### src/rtl/prog_mod_counter_pkg.sv
// Shared clock-digit package: terminal-behaviour modes and the standard digit moduli.
package prog_mod_counter_pkg;

  // What a counter does when it is enabled at its terminal value
  typedef enum logic {
    MODE_WRAP = 1'b0,
    MODE_SAT  = 1'b1
  } mode_e;

  // Moduli of the existing clock digits
  localparam int unsigned DIGIT_MOD_DEC      = 10;
  localparam int unsigned DIGIT_MOD_SEXT     = 6;
  localparam int unsigned DIGIT_MOD_HRS_TENS = 3;
  localparam int unsigned MOD_HOURS          = 24;
  localparam int unsigned MOD_MIN_SEC        = 60;

  // Default digit width, wide enough for any single decimal digit
  localparam int unsigned DIGIT_WIDTH = 4;

endpackage

### src/rtl/prog_mod_counter_if.sv
// Control/status bundle of one programmable-modulus counter digit.
interface prog_mod_counter_if #(
  parameter int unsigned WIDTH = 4
);

  logic             en;
  logic             Up_Down_en;
  logic             load;
  logic [WIDTH-1:0] load_val;
  logic [WIDTH-1:0] modulus;
  logic [WIDTH-1:0] count;
  logic             carry;
  logic             at_limit;

  // Driver side: whoever controls the digit
  modport master (
    output en,
    output Up_Down_en,
    output load,
    output load_val,
    output modulus,
    input  count,
    input  carry,
    input  at_limit
  );

  // Counter side
  modport slave (
    input  en,
    input  Up_Down_en,
    input  load,
    input  load_val,
    input  modulus,
    output count,
    output carry,
    output at_limit
  );

endinterface

### src/rtl/prog_mod_counter.sv
// Up/down counter with a runtime modulus, synchronous clamped load and
// wrap or saturate terminal behaviour. carry is combinational so a chain of
// digits advances in the same cycle.
module prog_mod_counter
  import prog_mod_counter_pkg::*;
#(
  parameter int unsigned WIDTH = 4,
  parameter mode_e       MODE  = MODE_WRAP
) (
  input  logic                clk,
  input  logic                rst,
  prog_mod_counter_if.slave   bus
);

  logic [WIDTH-1:0] count_q;
  logic [WIDTH-1:0] count_d;
  logic [WIDTH-1:0] neff_m1;
  logic [WIDTH-1:0] load_clamped;
  logic             up;
  logic             out_of_range;
  logic             limit;

  // Largest legal count; modulus 0 behaves as modulus 1 so this never underflows
  always_comb begin
    neff_m1 = '0;
    if (bus.modulus != '0) begin
      neff_m1 = bus.modulus - WIDTH'(1);
    end
  end

  // Terminal detection for the current direction and range check after a modulus change
  always_comb begin
    up           = bus.Up_Down_en;
    out_of_range = (count_q > neff_m1);
    limit        = up ? (count_q == neff_m1) : (count_q == '0);
    load_clamped = (bus.load_val > neff_m1) ? neff_m1 : bus.load_val;
  end

  // Next count: load beats range correction beats counting beats hold
  always_comb begin
    count_d = count_q;
    if (bus.load) begin
      count_d = load_clamped;
    end else if (out_of_range) begin
      count_d = '0;
    end else if (bus.en) begin
      if (limit) begin
        if (MODE == MODE_WRAP) begin
          count_d = up ? '0 : neff_m1;
        end
      end else begin
        count_d = up ? (count_q + WIDTH'(1)) : (count_q - WIDTH'(1));
      end
    end
  end

  // Count register, cleared asynchronously
  always_ff @(posedge clk or negedge rst) begin
    if (!rst) begin
      count_q <= '0;
    end else begin
      count_q <= count_d;
    end
  end

  // Outputs; an out-of-range count is never a terminal value, so carry stays low then
  assign bus.count    = count_q;
  assign bus.at_limit = limit;
  assign bus.carry    = bus.en & limit & ~bus.load;

endmodule

### src/flat_wrapper.sv
// flat-port wrapper written by rule: the top's interface ports become plain ports
module prog_mod_counter_flat import prog_mod_counter_pkg::*;
#(
  parameter int unsigned WIDTH = 4,
  parameter mode_e       MODE  = MODE_WRAP
)
  (clk, rst, bus_en, bus_Up_Down_en, bus_load, bus_load_val, bus_modulus, bus_count, bus_carry, bus_at_limit);
  prog_mod_counter_if #(.WIDTH(WIDTH)) bus_i ();
  input  logic clk;
  input  logic rst;
  input wire logic [$bits(bus_i.en)-1:0] bus_en;
  input wire logic [$bits(bus_i.Up_Down_en)-1:0] bus_Up_Down_en;
  input wire logic [$bits(bus_i.load)-1:0] bus_load;
  input wire logic [$bits(bus_i.load_val)-1:0] bus_load_val;
  input wire logic [$bits(bus_i.modulus)-1:0] bus_modulus;
  output wire logic [$bits(bus_i.count)-1:0] bus_count;
  output wire logic [$bits(bus_i.carry)-1:0] bus_carry;
  output wire logic [$bits(bus_i.at_limit)-1:0] bus_at_limit;
  assign bus_i.en = bus_en;
  assign bus_i.Up_Down_en = bus_Up_Down_en;
  assign bus_i.load = bus_load;
  assign bus_i.load_val = bus_load_val;
  assign bus_i.modulus = bus_modulus;
  assign bus_count = bus_i.count;
  assign bus_carry = bus_i.carry;
  assign bus_at_limit = bus_i.at_limit;
  prog_mod_counter #(.WIDTH(WIDTH), .MODE(MODE)) u_core (.clk(clk), .rst(rst), .bus(bus_i));
endmodule
### config.mk
export PLATFORM = sky130hd
export DESIGN_NAME = prog_mod_counter_flat
export DESIGN_NICKNAME = d
export VERILOG_FILES = /design/src/rtl/prog_mod_counter_pkg.sv /design/src/rtl/prog_mod_counter_if.sv /design/src/rtl/prog_mod_counter.sv /design/src/flat_wrapper.sv
export SDC_FILE = /design/constraint.sdc
export NUM_CORES = 1
export LEC_CHECK = 0
export CAP_MARGIN = 10
export CORE_ASPECT_RATIO = 1.25
export CORE_UTILIZATION = 39
export DETAILED_ROUTE_END_ITERATION = 6
export PLACE_DENSITY = 0.78
export RECOVER_POWER = 100
export SKIP_CTS_REPAIR_TIMING = 1
export SYNTH_ARGS = -nofsm -noshare
export SYNTH_HDL_FRONTEND = slang
export SYNTH_SLANG_ARGS = --single-unit
### constraint.sdc
create_clock -name clk -period 8.11 [get_ports clk]
set_input_delay 1.622 -clock clk [delete_from_list [all_inputs] [get_ports clk]]
set_output_delay 1.622 -clock clk [all_outputs]
set_load 0.02 [all_outputs]
Word-level counts from Yosys, hierarchy flattened
Index checks and enable logic that the tools add are counted.
Cells by class
  $add $sub $neg: 3
  $lt $le $gt $ge: 2
  equal/unequal tests: 1
  mux-type cells: 9
  bitwise logic cells: 3
  reduce and logical (&&, ||, !) cells: 3
Operators by type and width (number)
  two-way mux 4 bit: 8
  greater-than comparator 4 bit: 2
  subtractor 4 x 1 -> 4 bit, second input constant: 2
  adder 4 x 1 -> 4 bit, second input constant: 1
  equality test 4 bit: 1
  zero test 4 bit: 1
  nonzero test 4 bit: 1
  nonzero test 3 bit: 1
  bitwise AND 1 bit: 2
  two-way mux 1 bit: 1
  NOT 1 bit: 1
Word-level totals
  flip-flop bits (word level): 4
  input port bits: 13
  output and inout bits: 6
  logic and storage cells: 22

Logic depth before layout (Yosys ltp)
Gate-level depths: netlist (run 1).
  depth in word-level cells: 8
  mapped depth: 10
  mapped depth without buffers: 10

Worst setup path after synthesis (run 1)
OpenSTA, ideal clock, no wires.
  kind: input port to output port
  start point: input port bus_modulus[1]
  end point: output port bus_carry
  arrival time: 3475 ps
  slack: 3013 ps
  cell stages on the path: 9
  path through: or2_1 -> o21ai_0 -> inv_1 -> ha_1 -> and4_2 -> nand4_2 -> o21ai_2 -> or2_2 -> and3_1
On the way
  word-level cells in the longest chain between the ends: 6
RTL lines
  start: declaration: line flat_wrapper.sv:15  | input wire logic [$bits(bus_i.modulus)-1:0] bus_modulus;
  subtractor 4 x 1 -> 4 bit / nonzero test 4 bit (equally long branches): line prog_mod_counter.sv:27, prog_mod_counter.sv:26
  two-way mux 4 bit *: line prog_mod_counter.sv:26  | if (bus.modulus != '0) begin
  equality test 4 bit *: line prog_mod_counter.sv:35  | limit = up ? (count_q == neff_m1) : (count_q == '0);
  two-way mux 1 bit *: line prog_mod_counter.sv:35
  net bus_at_limit: line flat_wrapper.sv:18  | output wire logic [$bits(bus_i.at_limit)-1:0] bus_at_limit;
  bitwise AND 1 bit * (2 in series): line prog_mod_counter.sv:69  | assign bus.carry = bus.en & limit & ~bus.load;
  end: declaration: line flat_wrapper.sv:17  | output wire logic [$bits(bus_i.carry)-1:0] bus_carry;
The timed path passes the listed nets; every way through them passes the cells marked *.

Worst setup path in the final report (run 1)
  start point: input port bus_modulus[1]
  end point: output port bus_carry
On the way
  word-level cells in the longest chain between the ends: 6
RTL lines (line)
  subtractor 4 x 1 -> 4 bit / nonzero test 4 bit (equally long branches): prog_mod_counter.sv:27, prog_mod_counter.sv:26
  two-way mux 4 bit *: prog_mod_counter.sv:26
  equality test 4 bit *: prog_mod_counter.sv:35
  two-way mux 1 bit *: prog_mod_counter.sv:35
  bitwise AND 1 bit * (2 in series): prog_mod_counter.sv:69
Every way passes the cells marked *; elsewhere a longest branch is shown, timed or not.

==> flow_summary_export.csv, run 1 <==
group,metric,value,unit
routing,finalWirelength,1830,um
layout,multi_input_area,562,um^2
hold_path,worstHoldEndpoint,"u_core.bus.count[1]",
sta,hold_slack,624,ps
grt,grt_usage,20.7,%
routing,viasPerCell,5.86,
yosys,ys_top_cells_by_count,"10 x a21oi_1, 10 x inv_1, 9 x ha_1",
layout,layout-drive-gt1-share,11.7,%
sta,hold_viol_final,0,
sta,slew_headroom,58.3,%
layout,final-instance-count-excl-fill,129,
yosys,synth_area_leaders,"ha_1 16%, dfrtp_1 14%, a21oi_1 7.0%",
clock_tree,numCtsBuffers,3,
placed_design,portBuffers,18,
yosys,yosys_warnings,0,
layout,n_fill_cell,151,
grt,antenna_found_initial,0,
yosys,synth_area,717,um^2
sta,finalClockSkew,3.44,ps
clock_tree,clock_sinks,4,
hold_path,hold_class,"reg -> reg",
floorplanning,rows,16,
job,max_cap_violations,0,
clock_tree,cts_tree,"yes",
yosys,seq_area_frac_synth,14.0,%
power_and_ir_drop,power_density,269,nW/um^2
power_and_ir_drop,power.ir.vdd_worst,189,uV
sta,timing.fmax,0.153,GHz
layout,largest_reg_flops,4,
yosys,ys_ff_latch,4,
floorplanning,die_x,40.4,um
routing,initialDrtViolationCount,20,
routing,drt_pass1_iterations,5,
hold_path,whs_path_depth,1,
sta,setup_tns,0,ps
routing,route.detailed.drc,0,
worst_setup_path,path_max_fanout,4,
layout,areaGrowthSynthToFinish,29.5,%
placed_design,place_inst,126,
yosys,synth_fp_nets,114,
clock_tree,clockBufferDepth,2,
floorplanning,initial_core_util,43.7,%
grt,grt_pass1_wl,3020,um
worst_setup_path,endpoint_kind,"output port",
power_and_ir_drop,leakagePower,0.433,nW
yosys,synth_edf_count,0,
yosys,synth.distinct_cells,36,
placed_design,hpwl,1490,um
grt,grt_pass1_vias,753,
sta,finalCritPeriodShare,80.5,%
sta,slew_violations,0,
yosys,synth_top_area_share,15.7,%
clock_tree,root_buffer,"clkbuf_4",
routing,wire_per_inst,14.2,um
hold_path,hp-start,"u_core.bus.count[1]",
routing,ant_nets,0,
outcome,status,"finished clean",
layout,register_area,100,um^2
yosys,synth-async-reset-ratio,100,%
floorplanning,die_area,2010,um^2
worst_setup_path,start_kind,"input pin",
grt,overflow,0,
worst_setup_path,critical_path_class,"in -> out",
routing,via_count,756,
worst_setup_path,r2r_slack,5990,ps
worst_setup_path,r2r_end,"u_core.bus.count[0]",
yosys,synth_ff_type,"dfrtp_1",
floorplanning,coreArea,1640,um^2
sta,rsz0062_at_grt,"false",
floorplanning,ios,19,
placed_design,place_area,908,um^2
worst_setup_path,cp.required,6490,ps
clock_tree,clkLatencyLatePin,230,ps
clock_tree,cts_max_level,1,
yosys,yosys.area.top_type,"ha_1",
worst_setup_path,r2r_cells,7,
clock_tree,path_clk_slew,40,ps
sta,setup-violations-final,0,
placed_design,pre_cts_ws,1780,ps
layout,final_cell_area,928,um^2
yosys,synth_cells,91,
layout,diodes,0,
sta,min_period,6530,ps
power_and_ir_drop,fin_total_pwr,250,uW
sta,setup_ws,1580,ps
layout,finish.utilization,56.6,%
layout,finalNetCount,136,
worst_setup_path,rr_startpoint,"u_core.bus.count[3]",
floorplanning,die_height,49.9,um
grt,grt_max_degree,10,
yosys,syn-mean-instance-area,7.88,um^2
sta,max_slew.worst_pin.slew,620,ps
worst_setup_path,critical_path_arrival,4910,ps
placed_design,routabilityCongestion,0.828,
[worst max-delay path by stage]
stage / startpoint / endpoint / slack, ps / depth (start not counted)
after detailed placement: bus_modulus[1] / bus_carry / 1780 / 10
after global placement: bus_modulus[1] / bus_carry / 1860 / 10
after global routing: bus_modulus[1] / bus_carry / 1370 / 10
final: bus_modulus[1] / bus_carry / 1580 / 10
after CTS: bus_modulus[1] / bus_carry / 1770 / 10
after floorplan: bus_modulus[1] / bus_carry / 3010 / 9
[critical path: stages]
cell	delay, ps
dlygate4sd3_1	580
or2_0	290
o21ai_0	520
ha_1	390
and4_2	220
nand4_2	100
o21ai_2	80
or2_2	280
and3_1	180
dlygate4sd3_1	640
[layout make-up]
cell class / instances / area share (%)
multi-input combinational: 75 / 60.5
tap: 18 / 2.43
inverter: 11 / 4.45
timing repair buffer: 18 / 19.4
sequential: 4 / 10.8
clock buffer: 3 / 2.43
[layout by cell type (no fill, tap or decap), types with 2 or more instances in the layout]
cell type / count
nand4_1: 2
o211ai_1: 3
a21oi_1: 10
ha_1: 9
o21ai_0: 2
clkdlybuf4s50_1: 10
o221ai_1: 2
dlygate4sd3_1: 8
nand2_1: 8
dfrtp_1: 4
or2_2: 3
mux2i_1: 2
and4_1: 2
nor2_1: 8
inv_1: 10
xnor2_1: 3
a211oi_1: 2
clkbuf_4: 3
a211o_1: 2
[routing by layer]
metal	GRT usage, %	wire [um]	up-vias	part of all wire (%)
met5	0	0	-	0
met4	2.22	0	0	0
met3	3.15	70	0	3.8
met2	39.7	1010	17	55
met1	22.4	752	365	41
li1	-	-	374	-
[report_power, final]
group | switching (mW) | leakage [nW] | total, mW | internal, mW
clock | 0.00747 | 0.0138 | 0.0240 | 0.0165
sequential | 0.0231 | 0.0487 | 0.0532 | 0.0300
combinational | 0.0892 | 0.370 | 0.173 | 0.0833
total | 0.120 | 0.433 | 0.250 | 0.130
[kinds of logic (layout without fill, tap and decap cells)]
logic type	Yosys count	after routing	share of synthesized area [%]
muxes	2	2	2.79
and+or+nand+nor	34	34	29.8
AOI/OAI and AO/OA	26	26	23.9
DFF	4	4	14.0
buffers and inverters	12	32	7.33
xor gates and xnor gates	3	3	3.67
adders and majority gates	10	10	18.5
Power figures use the tool's default switching activity.
==> run 2, diff against run 1 <==
- clock period: 8.11 -> 6.3 ns (I/O delays scaled with it)
==> flow_summary_export.csv, run 2 (synthesis results as in run 1) <==
group,metric,value,unit
outcome,status,"finished clean",
clock_tree,root_buffer,"clkbuf_4",
grt,grt_max_degree,10,
grt,grt_pass1_vias,746,
clock_tree,clock_sinks,4,
sta,rsz0062_at_grt,"false",
job,max_cap_violations,0,
sta,max_slew.worst_pin.slew,631,ps
sta,hold_viol_final,0,
worst_setup_path,start_kind,"input pin",
sta,finalCritPeriodShare,92.3,%
placed_design,portBuffers,18,
placed_design,routabilityCongestion,0.828,
layout,layout-drive-gt1-share,11.7,%
sta,setup_ws,484,ps
worst_setup_path,crit_start,"bus_modulus[1]",
routing,drt_pass1_iterations,4,
layout,diodes,0,
layout,areaGrowthSynthToFinish,29.5,%
layout,final_cell_area,928,um^2
grt,overflow,0,
grt,grt_pass1_wl,2990,um
sta,slew_violations,0,
placed_design,place_area,908,um^2
floorplanning,initial_core_util,43.7,%
worst_setup_path,path_max_fanout,4,
routing,initialDrtViolationCount,16,
placed_design,pre_cts_ws,698,ps
clock_tree,clkLatencyLatePin,230,ps
floorplanning,ios,19,
sta,min_period,5820,ps
worst_setup_path,r2r_cells,7,
worst_setup_path,endpoint_kind,"output port",
grt,antenna_found_initial,0,
clock_tree,path_clk_slew,40,ps
routing,ant_nets,0,
worst_setup_path,cp-endpoint,"bus_carry",
worst_setup_path,r2r_end,"u_core.bus.count[0]",
hold_path,whs_path_depth,1,
layout,n_fill_cell,157,
clock_tree,clockBufferDepth,2,
floorplanning,rows,16,
routing,wire_per_inst,14.1,um
routing,viasPerCell,5.89,
clock_tree,numCtsBuffers,3,
floorplanning,die_x,40.4,um
worst_setup_path,rr_startpoint,"u_core.bus.count[3]",
sta,setup-violations-final,0,
sta,slew_headroom,57.5,%
clock_tree,cts_tree,"yes",
worst_setup_path,critical_path_arrival,4560,ps
clock_tree,cts_max_level,1,
worst_setup_path,critical_path_class,"in -> out",
worst_setup_path,cp.required,5040,ps
placed_design,place_inst,126,
layout,final-instance-count-excl-fill,129,
routing,via_count,760,
layout,finalNetCount,136,
hold_path,hold_class,"reg -> reg",
power_and_ir_drop,leakagePower,0.433,nW
floorplanning,die_area,2010,um^2
layout,largest_reg_flops,4,
power_and_ir_drop,power.ir.vdd_worst,245,uV
sta,finalClockSkew,5.53,ps
worst_setup_path,r2r_slack,4140,ps
routing,route.detailed.drc,0,
routing,finalWirelength,1820,um
layout,final_cell_mix,"10 x inv_1, 10 x a21oi_1, 10 x clkdlybuf4s50_1",
sta,timing.fmax,0.172,GHz
floorplanning,die_height,49.9,um
placed_design,hpwl,1500,um
sta,setup_tns,0,ps
floorplanning,coreArea,1640,um^2
grt,grt_usage,20.4,%
power_and_ir_drop,power_density,347,nW/um^2
[run 2: where the power goes]
group	leakage [nW]	internal (mW)	switching, mW	total [mW]
Clock	0.0138	0.0212	0.00948	0.0307
Sequential	0.0487	0.0387	0.0299	0.0685
Combinational	0.370	0.107	0.116	0.223
Total	0.433	0.167	0.155	0.322
[run 2: per-layer routing]
layer | share of wire [%] | track usage, % | wire length, um
met5 | 0 | 0 | 0
met2 | 53 | 37.6 | 962
met3 | 3.2 | 2.70 | 59
met4 | 1.2 | 3.89 | 21
met1 | 43 | 23.2 | 781
[run 2: critical path: stages]
cell and delay [ps]:
dlygate4sd3_1 580, or2_0 290, o21ai_0 530, ha_1 390
and4_2 220, nand4_2 100, o21ai_2 80, or2_2 280
and3_1 170, dlygate4sd3_1 640
[run 2: final cells by class]
| class | instances | area, um^2 | area share, % |
|---|---|---|---|
| Multi-Input combinational cell | 75 | 562 | 60.5 |
| Tap cell | 18 | 22.5 | 2.43 |
| Sequential cell | 4 | 100 | 10.8 |
| Inverter | 11 | 41.3 | 4.45 |
| Clock buffer | 3 | 22.5 | 2.43 |
| Timing Repair Buffer | 18 | 180 | 19.4 |
[run 2: worst min-delay path by stage]
stage,endpoint,startpoint,slack (ps)
2_1_floorplan,u_core.bus.count[1],u_core.bus.count[1],700
3_3_place_gp,u_core.bus.count[1],u_core.bus.count[1],650
3_5_place_dp,u_core.bus.count[1],u_core.bus.count[1],610
4_1_cts,u_core.bus.count[1],u_core.bus.count[1],620
5_1_grt,u_core.bus.count[1],u_core.bus.count[1],650
6_report,u_core.bus.count[1],u_core.bus.count[1],620
[run 2: stage by stage]
| step | util, % | power, mW | hold WS, ps |
|---|---|---|---|
| 2_1_floorplan | - | 0.229 | 698 |
| 3_3_place_gp | 55.3 | 0.295 | 649 |
| 3_5_place_dp | 55.3 | 0.300 | 609 |
| 4_1_cts | 56.7 | 0.333 | 619 |
| 5_1_grt | 56.6 | 0.353 | 648 |
| 6_report | 56.6 | 0.322 | 623 |
